**src/rtl/fetch_queue.sv**
```systemverilog
// Instruction fetch stage: owns the fetch PC, issues one word request at a time
// and buffers returned words with their PCs for decode.
module fetch_queue #(
    parameter int unsigned DEPTH    = 4,
    parameter logic [31:0] RESET_PC = 32'h0
) (
    input  logic                   clk,
    input  logic                   rst,
    input  logic                   redirect_valid,
    input  logic [31:0]            redirect_pc,
    output logic                   imem_req,
    output logic [31:0]            imem_addr,
    input  logic                   imem_ack,
    input  logic [31:0]            imem_rdata,
    output logic                   inst_valid,
    input  logic                   inst_ready,
    output logic [31:0]            inst_encoding,
    output logic [31:0]            inst_pc,
    output logic [$clog2(DEPTH):0] queue_count
);
    localparam int unsigned AW = $clog2(DEPTH);
    localparam int unsigned CW = AW + 1;
    localparam logic [CW-1:0] FULL = CW'(DEPTH);

    typedef enum logic [1:0] { IDLE, WAIT, DISCARD } state_e;

    state_e        state_q, state_d;
    logic [31:0]   fetch_pc_q, fetch_pc_d;
    logic [31:0]   addr_q, addr_d;
    logic          req_q, req_d;
    logic [AW-1:0] wr_ptr_q, wr_ptr_d;
    logic [AW-1:0] rd_ptr_q, rd_ptr_d;
    logic [CW-1:0] count_q, count_d, count_next;
    logic          push, pop;
    logic [31:0]   pc_mem   [DEPTH];
    logic [31:0]   inst_mem [DEPTH];

    assign pop        = inst_valid & inst_ready;
    assign push       = (state_q == WAIT) & imem_ack & ~redirect_valid;
    assign count_next = count_q + CW'(push) - CW'(pop);

    // Next-state: redirect flushes the buffer; a live request is abandoned into DISCARD
    always_comb begin
        state_d    = state_q;
        fetch_pc_d = fetch_pc_q;
        wr_ptr_d   = wr_ptr_q;
        rd_ptr_d   = rd_ptr_q;
        count_d    = count_q;

        if (redirect_valid) begin
            fetch_pc_d = {redirect_pc[31:2], 2'b00};
            wr_ptr_d   = '0;
            rd_ptr_d   = '0;
            count_d    = '0;
        end else begin
            if (push) wr_ptr_d = wr_ptr_q + AW'(1);
            if (pop)  rd_ptr_d = rd_ptr_q + AW'(1);
            count_d = count_next;
        end

        case (state_q)
            IDLE: begin
                if (!redirect_valid && (count_next < FULL)) state_d = WAIT;
            end
            WAIT: begin
                if (redirect_valid) begin
                    state_d = imem_ack ? WAIT : DISCARD;
                end else if (imem_ack) begin
                    fetch_pc_d = fetch_pc_q + 32'd4;
                    state_d    = (count_next < FULL) ? WAIT : IDLE;
                end
            end
            DISCARD: begin
                if (imem_ack) state_d = WAIT;
            end
            default: state_d = IDLE;
        endcase

        // DISCARD keeps presenting the abandoned address until its ack arrives
        addr_d = (state_d == DISCARD) ? addr_q : fetch_pc_d;
        req_d  = (state_d != IDLE);
    end

    always_ff @(posedge clk) begin
        if (!rst) begin
            state_q    <= IDLE;
            fetch_pc_q <= RESET_PC;
            addr_q     <= RESET_PC;
            req_q      <= 1'b0;
            wr_ptr_q   <= '0;
            rd_ptr_q   <= '0;
            count_q    <= '0;
        end else begin
            state_q    <= state_d;
            fetch_pc_q <= fetch_pc_d;
            addr_q     <= addr_d;
            req_q      <= req_d;
            wr_ptr_q   <= wr_ptr_d;
            rd_ptr_q   <= rd_ptr_d;
            count_q    <= count_d;
        end
    end

    // Payload storage needs no reset; occupancy is tracked by count_q
    always_ff @(posedge clk) begin
        if (rst && push) begin
            pc_mem[wr_ptr_q]   <= fetch_pc_q;
            inst_mem[wr_ptr_q] <= imem_rdata;
        end
    end

    assign imem_req      = req_q;
    assign imem_addr     = addr_q;
    assign inst_valid    = (count_q != '0);
    assign inst_encoding = inst_valid ? inst_mem[rd_ptr_q] : 32'h0;
    assign inst_pc       = inst_valid ? pc_mem[rd_ptr_q] : 32'h0;
    assign queue_count   = count_q;

endmodule

```
**config.mk**
```make
export PLATFORM = sky130hd
export DESIGN_NAME = fetch_queue
export DESIGN_NICKNAME = d
export VERILOG_FILES = /design/src/rtl/fetch_queue.sv
export SDC_FILE = /design/constraint.sdc
export NUM_CORES = 1
export LEC_CHECK = 0
export ABC_CLOCK_PERIOD_IN_PS = 4150
export BUFFER_PORTS_ARGS = -buffer_cell sky130_fd_sc_hd__buf_2
export CAP_MARGIN = 0
export CELL_PAD_IN_SITES_DETAIL_PLACEMENT = 2
export CELL_PAD_IN_SITES_GLOBAL_PLACEMENT = 2
export CORE_AREA = 2 2 166 201
export CTS_CLUSTER_DIAMETER = 150
export DETAILED_ROUTE_END_ITERATION = 10
export DIE_AREA = 0 0 168 203
export PLACE_DENSITY = 0.77
export SYNTH_ARGS = -nofsm -noshare
export SYNTH_HDL_FRONTEND = slang
export SYNTH_SLANG_ARGS = --single-unit
```
**constraint.sdc**
```tcl
create_clock -name clk -period 4.15 [get_ports clk]
set_input_delay 0.415 -clock clk [delete_from_list [all_inputs] [get_ports clk]]
set_output_delay 0.415 -clock clk [all_outputs]
set_load 0.01 [all_outputs]
```
==> results by group, run 1 <==
Status
  • Status: completed

Global route
  • Vias in the first global route: 8,992
  • First-pass GRT wire length: 55.5 mm
  • Initial antenna violation count: 0
  • GRT overflow: 0
  • Maximum number of pins on one net before global-route repair: 66
  • Total GRT Usage: 21.7%

STA
  • Minimum clock period: 3.04 ns
  • Slew HR: 30.8%
  • Share of the cycle needed by the critical path after routing: 73.3%
  • RSZ-0062 raised after global routing: false
  • Final Setup Violations: 0
  • Final Max Tran Viols: 0
  • Hold Fails Final Rpt: 0
  • Setup Skew: 0.0231 ns
  • Final TNS setup: 0 ns
  • F_max: 0.329 GHz
  • Worst-margin pin slew: 1.03 ns

Yosys
  • Unique masters post-synth: 67
  • Register area share after synthesis: 68.8%
  • Main flop type after synthesis: edfxtp_1
  • Synthesized area: 13,400 µm²
  • Asr flop ratio synth: 0%
  • Avg Cell Area, Syn: 15.9 µm²
  • Post-synthesis sequential element count: 332
  • Post-Syn Instances: 844
  • YS warnings: 0
  • Synthesized Nets: 921
  • EDFF count, synth: 256

Placement
  • DP Wirelength: 23.8 mm
  • # port buffers: 167
  • GPL Wtd Cong: 0.764

Critical path
  • CP max FO: 18
  • Max stage delay on crit path: 0.46 ns
  • Reg2reg start: state_q[0]
  • Largest delay contributor family on the critical path: adder cells
  • Critical path startpoint category: register
  • Critical-path cell list: nand3b_4, nor2_2, inv_2, ha_1, inv_1, ha_1, fa_1, xor2_1, xnor2_1, o21ai_0, o21ai_0, a21oi_1
  • WP buf/inv: 2
  • Worst setup EP type: register
  • Slowest-stage cell, CP: dfxtp_1
  • Worst path arrival time: 3.41 ns
  • Setup Crit Path Kind: reg -> reg
  • WP data required: 4.52 ns
  • Crit path from: state_q[0]

Die
  • Die Wd: 168 µm
  • Core area: 32,000 µm²
  • Die footprint: 34,100 µm²
  • I/O Pins: 170
  • Initial core utilization: 41.8%
  • Row count: 72
  • Die height: 203 µm

Drt
  • WL/cell: 25.0 µm
  • DRC Markers: 0
  • First-pass DRT Iterations: 5
  • Initial DRC Count: 508
  • Routed vias/inst: 5.63
  • Vias: 8,202
  • DRT antenna net count: 0
  • Total Routed Length: 36.4 mm

Final layout
  • Layout cells sized above 1: 31.4%
  • Commonest non-fill, non-tap cell in the layout: edfxtp_1
  • Area grow syn2layout: 18.8%
  • Filler cell count: 2,995
  • Leading cell types in the layout, fill and taps excluded: edfxtp_1, buf_2, dfxtp_1
  • Final nets: 1,097

Clock network
  • Post-CTS Resized: 0
  • Hold-fix buffers, CTS: 0
  • Post-CTS Setup Bufs: 0
  • Skew-Pair Late Insertion Delay: 0.53 ns
  • CTS Root Buffer Type: clkbuf_16
  • # clock sinks: 332
  • Num CTS Buffers: 36
  • Longest Clk Path Bufs: 3
  • CTS tree: yes
  • Clk pin slew, worst setup/hold paths: 0.06 ns
  • H-tree lvl count: 2

Power
  • Pwr Density: 455 nW/µm²
  • Tot Pwr: 7230 µW
  • Peak VDD IR: 0.000234 V
  • Leak Pwr: 0.00565 µW

Worst hold path
  • HP Start: imem_rdata[7]
  • HP Class: in -> reg

Run
  • Max cap viols: 0
## kinds of logic (layout without fill, tap and decap cells)
group,Yosys count,after routing,synth area share [%]
adders and majority gates,8,8,0.804
muxes,69,69,11.1
and+or+nand+nor,253,253,10.9
buffers and inverters,60,264,1.94
xor gates and xnor gates,15,15,0.982
AOI/OAI and AO/OA,107,107,5.36
other,0,1,0
DFF,332,332,68.8
## worst reg2reg max path, stage by stage, from the launching register on
cell      delay, ns
dfxtp_1        0.46
nand3b_4       0.28
nor2_2         0.20
inv_2          0.11
ha_1           0.30
inv_1          0.05
ha_1           0.21
fa_1           0.39
xor2_1         0.16
xnor2_1        0.33
o21ai_0        0.13
o21ai_0        0.18
a21oi_1        0.09
## state kept, by name, indices dropped and copies added, names as in the netlist, named ones only
name,count
pc_mem,128
imem_req,1
inst_mem,128
state_q,2
fetch_pc_q,32
rd_ptr_q,2
imem_addr,32
wr_ptr_q,2
queue_count,3
## metrics by stage
step           hold slack, ns  instances  util [%]  setup WS, ns  instance area (µm²)
3_5_place_dp            0.450       1389      46.0          1.00                14700
3_3_place_gp            0.447       1389      46.0          1.13                14700
5_1_grt                0.0960       1455      49.7         0.880                15900
2_1_floorplan           0.459        844         -          1.05                13400
6_report               0.0966       1456      49.7          1.11                15900
4_1_cts                0.0770       1455      49.7          1.06                15900
## synth_stat cells, types with 6 or more instances
cell / instances / area (µm²)
a21oi_1: 26 / 130
and2_1: 68 / 425
and3_1: 13 / 81.3
buf_2: 8 / 40.0
clkbuf_1: 32 / 120
dfxtp_1: 76 / 1520
edfxtp_1: 256 / 7690
ha_1: 7 / 87.6
inv_1: 11 / 41.3
mux4_2: 64 / 1440
nand2_1: 34 / 128
nand2b_1: 10 / 62.6
nand3_1: 24 / 120
nand4_1: 14 / 87.6
nor2_1: 38 / 143
nor3_1: 12 / 60.1
nor4_1: 12 / 75.1
o21ai_0: 27 / 135
o31a_1: 7 / 61.3
o31ai_1: 10 / 75.1
xnor2_1: 9 / 78.8
xor2_1: 6 / 52.6
## layer usage
metal  vias up  part of all wire (%)  track usage, %
met3        42                   3.7            2.88
li1       3646                     -               -
met2       199                    54            39.7
met4         0                   1.9            5.75
met5         -                     0               0
met1      4315                    41            27.0
## final cells by class
| cell class | count | area, µm² | area share, % |
|---|---|---|---|
| clock buffer | 56 | 1100 | 6.91 |
| tap | 407 | 509 | 3.20 |
| inverter | 14 | 52.6 | 0.331 |
| multi-input combinational | 452 | 3940 | 24.8 |
| antenna | 1 | 2.50 | 0.0157 |
| timing repair buffer | 184 | 1000 | 6.30 |
| sequential | 332 | 9220 | 58.0 |
| clock inverter | 10 | 72.6 | 0.457 |
## path summary, 6_finish.rpt
check,to,slack (ns),cells past startpoint
min,inst_mem[0][7],0.1,1
max reg2reg,state_q[0],1.11,12
max,state_q[0],1.11,12
min reg2reg,imem_addr[20],0.46,2
## where the power goes
part	total, µW	leakage, µW	switching (µW)	internal (µW)
clock	3140	0.000573	1310	1840
sequential	3720	0.00293	80.5	3640
combinational	374	0.00215	225	149
total	7230	0.00565	1610	5620
Note: power is estimated with default switching activity, not from simulation.
==> run 2: changes to the inputs <==
- ABC_AREA: unset -> 1
- ABC_CLOCK_PERIOD_IN_PS: 4150 -> 3030
- CORE_AREA: 2 2 166 201 -> 2 2 181 218
- DIE_AREA: 0 0 168 203 -> 0 0 183 220
- clock period: 4.15 -> 3.03 ns (I/O delays scaled with it)
==> run 2 against run 1 <==
Compared with the run above: utilization down 6.1 points; global-route usage down 0.11 points; setup slack worse by 0.87 ns; sequential share of layout area down 2.9 points; first-iteration DRC count down 15%; register-to-register slack worse by 0.63 ns; critical path depth down 6; clock power up 35%; power up 39%.
==> results by group, run 2 <==
Yosys
  • Top-count cell post-synth: nor2_1
  • Top-area cell type share of the netlist area: 55.1%
  • YS warnings: 0
  • Register area share after synthesis: 66.0%
  • Leading area contributor after synthesis: edfxtp_1
  • Unique masters post-synth: 35
  • Synthesized Nets: 1,477
  • Avg Cell Area, Syn: 9.97 µm²
  • EDFF count, synth: 256
  • Post-Syn Instances: 1,400
  • Post-synthesis sequential element count: 332
  • Synth area leaders: edfxtp_1, dfxtp_1, nor2_1
  • Main flop type after synthesis: edfxtp_1
  • Asr flop ratio synth: 0%
  • Synthesized area: 14,000 µm²
  • Top cells by instance count after synthesis: nor2_1, edfxtp_1, nand2_1, o21ai_0, a21oi_1

Drt
  • Initial DRC Count: 434
  • DRT antenna net count: 0
  • Routed vias/inst: 5.11
  • WL/cell: 20.4 µm
  • First-pass DRT Iterations: 4
  • DRC Markers: 0
  • Total Routed Length: 42.6 mm
  • Vias: 10,668

Critical path
  • Worst path arrival time: 2.48 ns
  • Setup Crit Path Kind: reg -> out
  • CP max FO: 106
  • Critical path startpoint category: register
  • WP data required: 2.73 ns
  • Worst setup EP type: output port

Final layout
  • Layout cells sized above 1: 16.8%
  • Post-Layout Cell Count: 2,086
  • Final nets: 1,653
  • Multi-input logic area: 4130 µm²
  • Sequential cell area: 9210 µm²
  • Leading cell types in the layout, fill and taps excluded: nor2_1, edfxtp_1, nand2_1
  • Filler cell count: 4,058
  • Area grow syn2layout: 20.0%
  • Antenna cells: 0
  • Commonest non-fill, non-tap cell in the layout: nor2_1
  • Largest regs: inst_mem (128), pc_mem (128)

Global route
  • First-pass GRT wire length: 67.1 mm
  • GRT overflow: 0
  • Initial antenna violation count: 0
  • Grt met3 use: 3.32%
  • GR Layer Usage met1: 25.8%
  • Maximum number of pins on one net before global-route repair: 107
  • Total GRT Usage: 21.6%
  • Met2 Track Usage GR: 39.5%
  • Vias in the first global route: 12,078
  • GR peak layer: met2

Die
  • Core area: 38,400 µm²
  • Die height: 220 µm
  • Initial core utilization: 36.4%
  • Die Wd: 183 µm
  • Die footprint: 40,300 µm²
  • I/O Pins: 170
  • Row count: 79

Clock network
  • CTS tree: yes
  • Clk pin slew, worst setup/hold paths: 0.06 ns
  • # clock sinks: 332
  • CTS Root Buffer Type: clkbuf_16
  • Longest Clk Path Bufs: 3
  • H-tree lvl count: 2
  • Num CTS Buffers: 36
  • Post-CTS Resized: 0
  • Skew-Pair Late Insertion Delay: 0.52 ns

Placement
  • DP Wirelength: 26.6 mm
  • GPL Wtd Cong: 0.773
  • DP Cell Count: 1,999
  • # port buffers: 167
  • Pre-CTS WS: 0.419 ns

Run
  • Max cap viols: 0

Status
  • Status: completed

Power
  • Pwr Density: 600 nW/µm²
  • Peak VDD IR: 0.000309 V
  • Leak Pwr: 0.00653 µW
  • Tot Pwr: 10,000 µW

Worst hold path
  • HP Class: in -> reg

STA
  • Setup Skew: 0.0111 ns
  • F_max: 0.359 GHz
  • Final Max Tran Viols: 0
  • Final Setup Violations: 0
  • Share of the cycle needed by the critical path after routing: 92.0%
  • Minimum clock period: 2.79 ns
  • Worst-margin pin slew: 0.902 ns
  • Setup ws final: 0.243 ns
  • Slew HR: 39.9%
  • Hold Fails Final Rpt: 0
  • RSZ-0062 raised after global routing: false
-- run 2: changes by cell type after synthesis, moves of 13 or more --
| cell | change |
|---|---|
| nand3_1 | +16 |
| and2_1 | -67 |
| mux4_2 | -64 |
| nor2_1 | +319 |
| o21ai_0 | +136 |
| inv_1 | +69 |
| a21oi_1 | +73 |
| and3_1 | -13 |
| nand2_1 | +144 |
| buf_1 | +16 |
| buf_2 | +17 |
-- run 2: power by group --
part	total [µW]	switching, µW	internal [µW]
logic	681	432	248
registers	5120	113	5010
clock network	4240	1760	2480
-- run 2: through the flow --
stage	hold slack [ns]	utilization (%)	TNS, ns	instance area (µm²)
after floorplan	0.402	-	-36.22	14000
after global placement	0.468	40.1	0	15400
after detailed placement	0.479	40.1	0	15400
after CTS	0.000953	43.7	0	16700
after global routing	0.0137	43.7	0	16700
final	0.0280	43.7	0	16700
-- run 2: logic make-up (layout without fill, tap and decap cells) --
family                   Yosys count  count (layout)  synth area share, %
AO/OA/AOI/OAI                    291             291                 10.8
XOR/XNOR                           8               8                0.502
adder cells (fa/ha/maj)            8               8                0.771
buffers and inverters            161             361                 4.72
flip-flops                       332             332                 66.0
multiplexers                       1               1               0.0717
AND/OR/NAND/NOR                  599             599                 17.1
-- run 2: area by class of cell --
type	instances	share of cell area (%)
inverter	87	1.95
timing repair buffer	212	8.06
multi-input combinational	907	24.6
sequential	332	55.0
clock inverter	16	0.725
clock buffer	46	5.95
tap	486	3.63
-- run 2: worst max-delay path, stage by stage (launching register included) --
cell,delay [ns]
dfxtp_4,0.53
buf_12,0.43
nor2_1,0.10
nor2_1,0.13
o21ai_0,0.17
a21oi_1,0.34
buf_2,0.20
-- run 2: repair_timing --
item | CTS | global route
hold buffers | 25 | 0
endpoints found under the hold margin | 97 | 0
buffers inserted | 0 | 0
-- run 2: routing by layer --
metal  up-vias  part of all wire, %
met1      5361                   42
met5         -                    0
met4         0                  3.1
met3        62                  3.6
met2       196                   51
li1       5049                    -
-- run 2: path summary, 6_finish.rpt --
check / startpoint / end / slack [ns] / cells after the start
worst max-delay path: register / inst_pc[15] / 0.24 / 6
worst min-delay path: imem_rdata[9] / inst_mem[1][9] / 0.03 / 1
worst max register to register: queue_count[2] / imem_req / 0.48 / 16
worst min register to register: imem_addr[8] / imem_addr[8] / 0.50 / 1
